<file path="src/rtl/port_rx_buffer.sv">
// rtl/port_rx_buffer.sv - per-port receive FIFO with packet framing, counters and routing checks
module port_rx_buffer #(
    parameter int          DEPTH     = 16,
    parameter logic [7:0]  PORT_ADDR = 8'h00
) (
    input  logic                       clk,
    input  logic                       reset,
    input  logic                       valid_out,
    input  logic [7:0]                 data_out,
    input  logic [7:0]                 addr_out,
    output logic                       data_rd,
    output logic                       m_valid,
    input  logic                       m_ready,
    output logic [7:0]                 m_data,
    output logic [7:0]                 m_addr,
    output logic                       m_sop,
    output logic [$clog2(DEPTH):0]     level,
    output logic [15:0]                pkt_count,
    output logic                       misroute,
    output logic                       addr_err
);

    localparam int AW = $clog2(DEPTH);
    localparam logic [AW:0] FULL_LEVEL = (AW+1)'(DEPTH);

    typedef enum logic {IDLE, IN_PKT} state_t;

    // Entry layout: {sop, addr[7:0], data[7:0]}
    logic [16:0]   mem [DEPTH];
    logic [AW-1:0] wr_ptr;
    logic [AW-1:0] rd_ptr;
    state_t        state;
    logic [7:0]    cur_addr;
    logic          push;
    logic          pop;
    logic          sop_bit;
    logic [16:0]   head;

    assign data_rd = !reset && (level < FULL_LEVEL);
    assign m_valid = (level != '0);
    assign push    = valid_out && data_rd;
    assign pop     = m_valid && m_ready;
    assign sop_bit = (state == IDLE);
    assign head    = mem[rd_ptr];

    // Head is gated so the stream reads zero whenever nothing is buffered
    assign m_sop  = m_valid && head[16];
    assign m_addr = m_valid ? head[15:8] : 8'h00;
    assign m_data = m_valid ? head[7:0]  : 8'h00;

    always_ff @(posedge clk) begin
        if (push) begin
            mem[wr_ptr] <= {sop_bit, addr_out, data_out};
        end
    end

    always_ff @(posedge clk or posedge reset) begin
        if (reset) begin
            wr_ptr    <= '0;
            rd_ptr    <= '0;
            level     <= '0;
            state     <= IDLE;
            cur_addr  <= 8'h00;
            pkt_count <= 16'h0000;
            misroute  <= 1'b0;
            addr_err  <= 1'b0;
        end else begin
            if (push) begin
                wr_ptr <= wr_ptr + 1'b1;
            end
            if (pop) begin
                rd_ptr <= rd_ptr + 1'b1;
            end
            case ({push, pop})
                2'b10:   level <= level + 1'b1;
                2'b01:   level <= level - 1'b1;
                default: level <= level;
            endcase

            if (push && (addr_out != PORT_ADDR)) begin
                misroute <= 1'b1;
            end

            case (state)
                IDLE: begin
                    if (push) begin
                        cur_addr <= addr_out;
                        if (pkt_count != 16'hFFFF) begin
                            pkt_count <= pkt_count + 16'h0001;
                        end
                        state <= IN_PKT;
                    end
                end
                IN_PKT: begin
                    // A stalled byte (valid but full) keeps the packet open
                    if (!valid_out) begin
                        state <= IDLE;
                    end else if (push && (addr_out != cur_addr)) begin
                        addr_err <= 1'b1;
                    end
                end
                default: state <= IDLE;
            endcase
        end
    end

endmodule

</file>
<file path="config.mk">
export PLATFORM = sky130hd
export DESIGN_NAME = port_rx_buffer
export DESIGN_NICKNAME = d
export VERILOG_FILES = /design/src/rtl/port_rx_buffer.sv
export SDC_FILE = /design/constraint.sdc
export NUM_CORES = 1
export LEC_CHECK = 0
export BUFFER_PORTS_ARGS = -buffer_cell sky130_fd_sc_hd__buf_2
export CAP_MARGIN = 20
export CORE_MARGIN = 4
export CORE_UTILIZATION = 55
export DETAILED_ROUTE_END_ITERATION = 16
export PLACE_DENSITY = 0.75
export SKIP_CTS_REPAIR_TIMING = 1
export SLEW_MARGIN = 40
export SYNTH_ARGS = -nofsm -noshare
export SYNTH_HDL_FRONTEND = slang
export SYNTH_SLANG_ARGS = --single-unit
</file>
<file path="constraint.sdc">
create_clock -name clk -period 4.6 [get_ports clk]
set_input_delay 0.46 -clock clk [delete_from_list [all_inputs] [get_ports clk]]
set_output_delay 0.46 -clock clk [all_outputs]
set_load 0.02 [all_outputs]
</file>
==> results.cfg, run 1 <==
[timing]
tns_ns = 0
rsz0062_at_grt = false
finalHoldViolCount = 0
fin_skew_ns = 0.01163
tightest_slew_ns = 0.8098
period_minus_slack_ns = 3.420
fmax_mhz = 292.4
period_share_pct = 74.36
slew_viol_final = 0
finalSetupViolCount = 0
maxSlewHeadroom_pct = 45.96

[cts]
root_buffer = clkbuf_16
cts-buffers-inserted = 31
clock-sinks = 312
cts.htree.levels = 1
clkSlewWorstSetupHoldPaths_ns = 0.06
clock_latency_ns = 0.55
clockBufferDepth = 3
cts_tree = yes

[critical_path]
end_kind = output pin
critPathSlowestCell = dfrtp_4
worstSetupPathType = reg -> out
path_delay_family = multiplexers
worstPathCellList = buf_12, mux4_2, mux2_2, a221o_1, buf_2
critPathLaunchType = flip-flop
arrival_ns = 2.96
required_ns = 4.14
path_buf_inv = 2
max_stage_delay_ns = 0.58
cp_max_fo = 58

[floorplanning]
core_area_sq_mm = 0.02209
die_x_microns = 158.9
rows = 54
io_pins = 62
chipHeight_microns = 158.9
initial_core_util_pct = 56.67
die_area_sq_mm = 0.02524

[power_and_ir_drop]
total_power_uw = 8448
irDropWorstVdd_mv = 0.4191
power.density_mw_per_mm2 = 592.7
p_leak_uw = 0.004901

[place]
gp_congestion = 0.8242
hpwlAfterDp_microns = 15700
port_buffers = 61

[synth]
synth.avg_cell_area_sq_um = 19.78
synth_edf_count = 272
ys_warn_count = 0
yosysSeqAreaShare_pct = 73.23
ys_types = 46
syn-cell-area_sq_mm = 0.01252
synth_flop_cell = edfxtp_1
async_flop_share_pct = 12.82
syn_inst = 633
ys_ff_latch = 312
synth.net_count = 663

[final_layout]
mostFrequentLayoutCells = 272 x edfxtp_1, 68 x mux4_2, 61 x buf_2, 38 x dfrtp_1, 31 x clkbuf_16
utilization_pct = 64.51
diodes = 0
drive_gt1_share_pct = 33.47
syn2layout_area_growth_pct = 13.84
nets = 750
final_common_cell = edfxtp_1

[grt]
grt_pass1_vias = 6773
grt.busiest_layer = met2
use_met1_pct = 29.83
use_met3_pct = 4.303
grtUsageMet2_pct = 34.68
grt_pass1_wl_microns = 41030
overflow = 0
antenna_found_initial = 1
grt_max_degree = 59
track_usage_pct = 21.09

[drt]
drt_iter0_drc = 595
dr.pass1.iters = 5
routed_wl_microns = 26620
wl_per_cell_microns = 26.00
routed_via_density = 6.267
via_count = 6417
drc = 0
ant_nets = 0

[run]
maxCapViolations = 0

[min_path]
worstHoldPathType = in -> async

[status]
status = completed
-- worst min-delay path: cells and delay by family --
| family | cells | cell delay [ns] |
|---|---|---|
| buffers and inverters | 3 | 0.61 |
-- layer usage --
layer	wire, microns	share of wire, %
met3	1770	6.6
met2	13260	50
met1	10980	41
met5	13	0.049
met4	598	2.2
-- area by class of cell --
type	instances	area, sq um
clock buffer	39	805.8
clock inverter	18	132.6
inverter	6	22.52
tap	280	350.3
fill	1497	7840
timing repair buffer	85	526.8
multi-input combinational	284	3239
sequential	312	9176
-- per-stage QoR --
stage               hold slack, ns  instance area (sq um)  std cells  setup slack [ns]
global route               0.09880                  14250       1024             1.069
CTS                        0.05170                  14250       1024             1.145
detailed placement          0.4464                  13320        967             1.450
floorplan                   0.5008                  12520        633             1.447
finish                     0.05855                  14250       1024             1.180
global placement            0.4415                  13260        964             1.612
-- sequential cells by signal, indices dropped and copies added (netlist names) --
signal     cells
wr_ptr         4
addr_err       1
level          5
cur_addr       8
state          1
misroute       1
mem          272
pkt_count     16
rd_ptr         4
-- cells in the mapped netlist (all sizes together), types with 3 or more instances --
cell type / instances / area share (%)
nor3: 7 / 0.28
xor2: 20 / 1.4
and2: 4 / 0.22
o21ai: 4 / 0.19
mux2: 30 / 2.7
nand3: 9 / 0.36
nor2b: 11 / 0.55
and3: 4 / 0.20
o21a: 3 / 0.18
a21oi: 6 / 0.24
nand2b: 3 / 0.15
ha: 10 / 1.0
xnor2: 9 / 0.63
nand2: 15 / 0.45
inv: 6 / 0.18
edfxtp: 272 / 65
dfrtp: 40 / 8.0
and2b: 7 / 0.42
a221o: 17 / 1.4
nand4: 11 / 0.55
nor2: 19 / 0.57
buf: 18 / 0.79
mux4: 68 / 12
nor4: 5 / 0.25
clkbuf: 13 / 0.39
-- cell families (layout without fill, tap and decap cells) --
| logic type | Yosys count | in the layout | synth area share [%] |
|---|---|---|---|
| simple gates | 105 | 105 | 4.757 |
| mux | 99 | 99 | 15.01 |
| flops | 312 | 312 | 73.23 |
| compound gates | 41 | 41 | 2.618 |
| xor+xnor | 29 | 29 | 2.029 |
| fa+ha+maj | 10 | 10 | 0.9993 |
| buf+inv | 37 | 148 | 1.359 |
-- path summary, 6_finish.rpt --
check / endpoint / startpoint / slack [ns] / depth (start not counted)
worst max-delay path: m_sop / rd_ptr[1] / 1.18 / 5
worst min-delay path: misroute / reset / 0.06 / 3
worst max register to register: level[4] / level[1] / 1.43 / 10
worst min register to register: misroute / misroute / 0.46 / 1
max in group asynchronous: rd_ptr[0] / reset / 4.15 / 3
min in group clk: state / valid_out / 0.15 / 2
-- report_power, final --
part	internal, uW	switching, uW	total (uW)
Sequential	3290	254	3540
Combinational	1210	1350	2560
Clock	1340	1000	2340
Total	5840	2600	8450
No activity file was read; power rests on OpenSTA's default activity.
==> run 2: changes to the inputs <==
Settings changed: ABC_AREA set to 1.
Clock period 4.6 ns to 3.35 ns, I/O delays scaled along.
==> run 2 against run 1 <==
  * Flip-flop and latch count unchanged
  * Worst setup slack got worse by 0.83 ns
  * Sequential power increased by 32%
  * Cell count increased by 59%
  * Synthesized area increased by 6.0%
  * Wire length increased by 17%
  * Combinational power increased by 73%
  * Count of clock-buffer cells in the layout unchanged
  * Critical path depth increased by 4
  * Critical endpoint is now m_addr[7]
  * Largest cell class unchanged
  * Highest routed layer unchanged
==> results.cfg, run 2 <==
[status]
status = completed

[timing]
finalHoldViolCount = 0
whs_ns = 0.01562
tightest_slew_ns = 0.8879
period_minus_slack_ns = 3.002
maxSlewHeadroom_pct = 40.44
finalSetupViolCount = 0
period_share_pct = 89.61
fin_skew_ns = 0.01228
fmax_mhz = 333.1
slew_viol_final = 0
rsz0062_at_grt = false
tns_ns = 0

[place]
port_buffers = 61
gp_congestion = 0.8652
hpwlAfterDp_microns = 16970
dp.cells = 1567

[cts]
cts.htree.levels = 1
clkSlewWorstSetupHoldPaths_ns = 0.06
cts_tree = yes
clock-sinks = 312
clockBufferDepth = 3
root_buffer = clkbuf_16
clock_latency_ns = 0.55
cts-buffers-inserted = 31

[floorplanning]
rows = 56
core_area_sq_mm = 0.02361
io_pins = 62
die_area_sq_mm = 0.02668
chipHeight_microns = 163.3
initial_core_util_pct = 56.20
die_x_microns = 163.3

[drt]
drt_iter0_drc = 1096
dr.pass1.iters = 6
ant_nets = 0
wl_per_cell_microns = 19.22
via_count = 9180
drc = 0
routed_via_density = 5.646
routed_wl_microns = 31250

[final_layout]
regMostFlops = mem
syn2layout_area_growth_pct = 12.91
largest_reg_flops = 272
final_common_cell = nand2_1
mostFrequentLayoutCells = 450 x nand2_1, 272 x edfxtp_1, 221 x nand3_1, 61 x buf_2, 45 x inv_1
utilization_pct = 63.46
reg_top3 = mem: 272 flops, pkt_count: 16 flops, cur_addr: 8 flops
finalNonFillerCells = 1626
nets = 1312
drive_gt1_share_pct = 12.86

[critical_path]
worstSetupPathType = reg -> out
endpoint = m_addr[7]
reg2reg_setup_slack_ns = 1.02
end_kind = output pin
path_delay_family = buffers and inverters
required_ns = 3.01
path_buf_inv = 3
cp_max_fo = 44
cp.depth = 9
critPathSlowestCell = dfrtp_4
critPathLaunchType = flip-flop
r2r-end = level[4]
r2r_cells = 13
r2r-start = level[1]
crit_path_frequent_cell = nand2_1
worstPathCellList = inv_4, buf_12, nand2_1, nand3_1, nand3_1, nand2_1, nand2_1, a21oi_1, buf_2
crit_path_start = rd_ptr[0]
arrival_ns = 2.67
max_stage_delay_ns = 0.50

[synth]
syn_inst = 1215
ys_ff_latch = 312
async_flop_share_pct = 12.82
yosysSeqAreaShare_pct = 69.09
synth.net_count = 1245
synth.avg_cell_area_sq_um = 10.92
synth_flop_cell = edfxtp_1
synth_top_area_cell = edfxtp_1
netlist_top_cells_count = 450 x nand2_1, 272 x edfxtp_1, 221 x nand3_1
synth_most_common_cell = nand2_1
synth_edf_count = 272
syn-cell-area_sq_mm = 0.01327
ys_types = 31
netlist_top_cells_area = edfxtp_1 62%, nand2_1 13%, nand3_1 8.3%
synth_top_area_share_pct = 61.54
ys_warn_count = 0

[power_and_ir_drop]
p_int_uw = 7799
seqPwrFrac_pct = 37.6
irDropWorstVdd_mv = 0.6101
p_leak_uw = 0.005852
p_switching_uw = 4682
p_sw_share_pct = 37.51
total_power_uw = 12480
power.density_mw_per_mm2 = 832.9
clkPwrFrac_pct = 27.0
share_comb_of_total_power_pct = 35.4

[grt]
overflow = 0
grt_pass1_vias = 8878
grt_max_degree = 138
track_usage_pct = 23.49
grt_pass1_wl_microns = 48330
antenna_found_initial = 2

[min_path]
worstHoldPathType = in -> reg

[run]
maxCapViolations = 0
[run 2: changes by cell type after synthesis, sizes merged, moves of 7 or more]
cell   delta
o21ai    +12
nand3   +214
buf      +33
nand2   +437
mux4     -68
xor2      -9
and2b     -7
mux2     -30
a221o    -17
nor2     +11
inv      +42
a21oi    +12
nor2b    -11
[run 2: worst min path at each step]
stage	start	slack, ns	cells after the start	end
2_1_floorplan	data_out[0]	0.43	0	mem[0][0]
3_3_place_gp	reset	0.35	2	level[4]
3_5_place_dp	reset	0.37	2	level[4]
4_1_cts	reset	-0.22	2	level[4]
5_1_grt	valid_out	0.02	3	state
6_report	valid_out	0.02	3	state
[run 2: cell type report]
class                   instances  area, sq um
inverters                      51        193.9
clock buffers                  39        825.8
multi-input cells             792         3627
well taps                     319        399.1
diodes                          1        2.502
clock inverters                18        165.2
fillers                      1822         8628
flip-flops and latches        312         9174
repair buffers                 94        596.8
[run 2: routing by layer]
metal | track usage [%] | routed length, microns | vias up
li1 | - | - | 4290
met1 | 31.53 | 12690 | 4404
met2 | 39.75 | 15400 | 411
met3 | 3.735 | 2304 | 73
met4 | 7.549 | 830 | 2
met5 | 0 | 20 | -
[run 2: power by group through the flow]
stage          clock network (uW)  logic [uW]  registers (uW)
2_1_floorplan                   0        3070            4780
3_3_place_gp                    0        4290            4760
3_5_place_dp                    0        4360            4770
4_1_cts                      3410        4390            4690
5_1_grt                      3570        4870            4720
6_report                     3370        4420            4690
[run 2: worst reg2reg max path, cell delays in order, from the launching register on]
cell      delay [ns]
dfrtp_1         0.44
nor2_1          0.14
nand3_1         0.17
nand2_1         0.15
inv_1           0.12
ha_1            0.30
ha_1            0.35
inv_1           0.06
o21bai_1        0.18
inv_1           0.08
nand2_1         0.07
nand2_1         0.04
nand3_1         0.06
nand2_1         0.05
[run 2: through the flow]
| step | area, sq um | worst slack, ns |
|---|---|---|
| finish | 14980 | 0.3480 |
| global route | 14980 | 0.1666 |
| CTS | 14970 | 0.3469 |
| detailed placement | 13980 | 0.9467 |
| global placement | 13980 | 0.9642 |
| floorplan | 13270 | 0.7426 |
[run 2: cells by family (layout without fill, tap and decap cells)]
family          count (synthesis)  in the layout  share of synthesized area, %
compound gates                 37             37                         1.452
xor+xnor                       19             19                         1.254
fa+ha+maj                      10             10                        0.9428
buf+inv                       111            202                         3.922
flops                         312            312                         69.09
other cells                     0              1                             0
simple gates                  726            726                         23.34
==> run 3: changes to the inputs <==
Settings changed: CORE_UTILIZATION 55 to 28, PLACE_DENSITY 0.75 to 0.45.
==> run 3 against run 2 <==
  * Sequential share of layout area decreased by 2.3 points
  * Cell count increased by 18%
  * Core utilization shrank 30 points
  * Wire length up 18%
  * Clock power is 15% higher
  * Hold slack better by 0.035 ns
  * Global-route usage down 8.8 points
  * Critical path depth shrank 1
==> results.cfg, run 3 (synthesized netlist as in run 2, its figures left out) <==
[power_and_ir_drop]
irDropWorstVdd_mv = 0.4312
p_leak_uw = 0.005933
total_power_uw = 13210
power.density_mw_per_mm2 = 849.2

[floorplanning]
die_x_microns = 225.7
io_pins = 62
initial_core_util_pct = 28.45
chipHeight_microns = 225.7
die_area_sq_mm = 0.05095
core_area_sq_mm = 0.04665
rows = 79

[final_layout]
multi_input_area_sq_mm = 0.003637
nets = 1317
mostFrequentLayoutCells = 450 x nand2_1, 272 x edfxtp_1, 221 x nand3_1, 61 x buf_2, 44 x inv_1
seq_area_sq_mm = 0.009174
drive_gt1_share_pct = 13.25
final_common_cell = nand2_1
syn2layout_area_growth_pct = 17.22
diodes = 0
utilization_pct = 33.34
regMostFlops = mem
num-fill-cells = 4707
largest_reg_flops = 272
reg_top3 = mem: 272 flops, pkt_count: 16 flops, cur_addr: 8 flops

[timing]
rsz0062_at_grt = false
fin_skew_ns = 0.01655
slew_viol_final = 0
tns_ns = 0
maxSlewHeadroom_pct = 46.64
timing.final.ws_setup_ns = 0.2659
fmax_mhz = 324.2
tightest_slew_ns = 0.7955
finalHoldViolCount = 0
period_minus_slack_ns = 3.084
finalSetupViolCount = 0
period_share_pct = 92.06

[run]
maxCapViolations = 0

[drt]
routed_via_density = 4.693
dr.pass1.iters = 5
drc = 0
routed_wl_microns = 36980
via_count = 9010
ant_nets = 0
wl_per_cell_microns = 19.26
drt_iter0_drc = 774

[grt]
grt_pass1_vias = 9250
grt_max_degree = 138
track_usage_pct = 14.64
antenna_found_initial = 1
grt_pass1_wl_microns = 57060
overflow = 0

[place]
hpwlAfterDp_microns = 21830
gp_congestion = 0.7712
port_buffers = 61
pre_cts_slack_ns = 0.7373

[critical_path]
cp_max_fo = 137
critPathLaunchType = flip-flop
arrival_ns = 2.75
required_ns = 3.01
worstSetupPathType = reg -> out
end_kind = output pin

[cts]
cts_tree = yes
clock-sinks = 312
clkSlewWorstSetupHoldPaths_ns = 0.06
root_buffer = clkbuf_16
cts.htree.levels = 2
clockBufferDepth = 3
cts-buffers-inserted = 37
clock_latency_ns = 0.52

[min_path]
worstHoldPathType = in -> reg

[status]
status = completed
==> run 3: changes by cell type in the layout (fill, tap and decap cells not counted), moves of 2 or more <==
cell / before / now
clkbuf_16: 31 / 39
nor2_2: 15 / 13
clkinv_2: 7 / 5
buf_12: 3 / 6
buf_4: 28 / 25
clkbuf_1: 6 / 8
nor2_4: 1 / 3
==> run 3: where the power goes <==
group,switching [uW],internal (uW),total (uW)
sequential,174,4520,4690
clock,1560,2320,3870
combinational,3310,1330,4640
total,5040,8170,13200
==> run 3: stage by stage <==
stage / hold slack [ns] / std cells / area, sq um
CTS: -0.1131 / 1919 / 15550
global placement: 0.4518 / 1854 / 14370
finish: 0.05040 / 1920 / 15560
floorplan: 0.4339 / 1215 / 13270
global route: 0.05016 / 1920 / 15560
detailed placement: 0.4515 / 1854 / 14380
==> run 3: routing by layer <==
metal  GRT usage (%)  up-vias  routed length [microns]
li1                -     4305                        -
met1           20.52     4432                    17380
met2           23.39      217                    16830
met3           2.756       56                     1871
met4           3.991        0                      904
met5               0        -                        0
==> run 3: worst paths after layout <==
check / start / endpoint / slack, ns / cells after the start
max in group asynchronous: reset / rd_ptr[0] / 2.49 / 3
min in group asynchronous: reset / pkt_count[9] / 0.43 / 3
worst min register to register: addr_err / addr_err / 0.48 / 2
worst max register to register: level[4] / mem[10][7] / 0.77 / 6
worst min-delay path: valid_out / state / 0.05 / 3
worst max-delay path: rd_ptr[0] / m_addr[1] / 0.27 / 8
==> run 3: final cells by class <==
| type | count | share of cell area (%) |
|---|---|---|
| Clock buffer | 49 | 6.644 |
| Clock inverter | 16 | 0.8526 |
| Inverter | 51 | 1.263 |
| Multi-Input combinational cell | 792 | 23.38 |
| Sequential cell | 312 | 58.97 |
| Tap cell | 607 | 4.882 |
| Timing Repair Buffer | 93 | 4.005 |
==> run 3: critical path, cell delays in order, from the launching register on <==
cell and delay [ns]:
dfrtp_4 0.44, buf_12 0.49, nand2_1 0.11, nand3_1 0.11, nand3_1 0.07, nand2_1 0.10
nand2_1 0.05, a21oi_1 0.46, buf_2 0.27
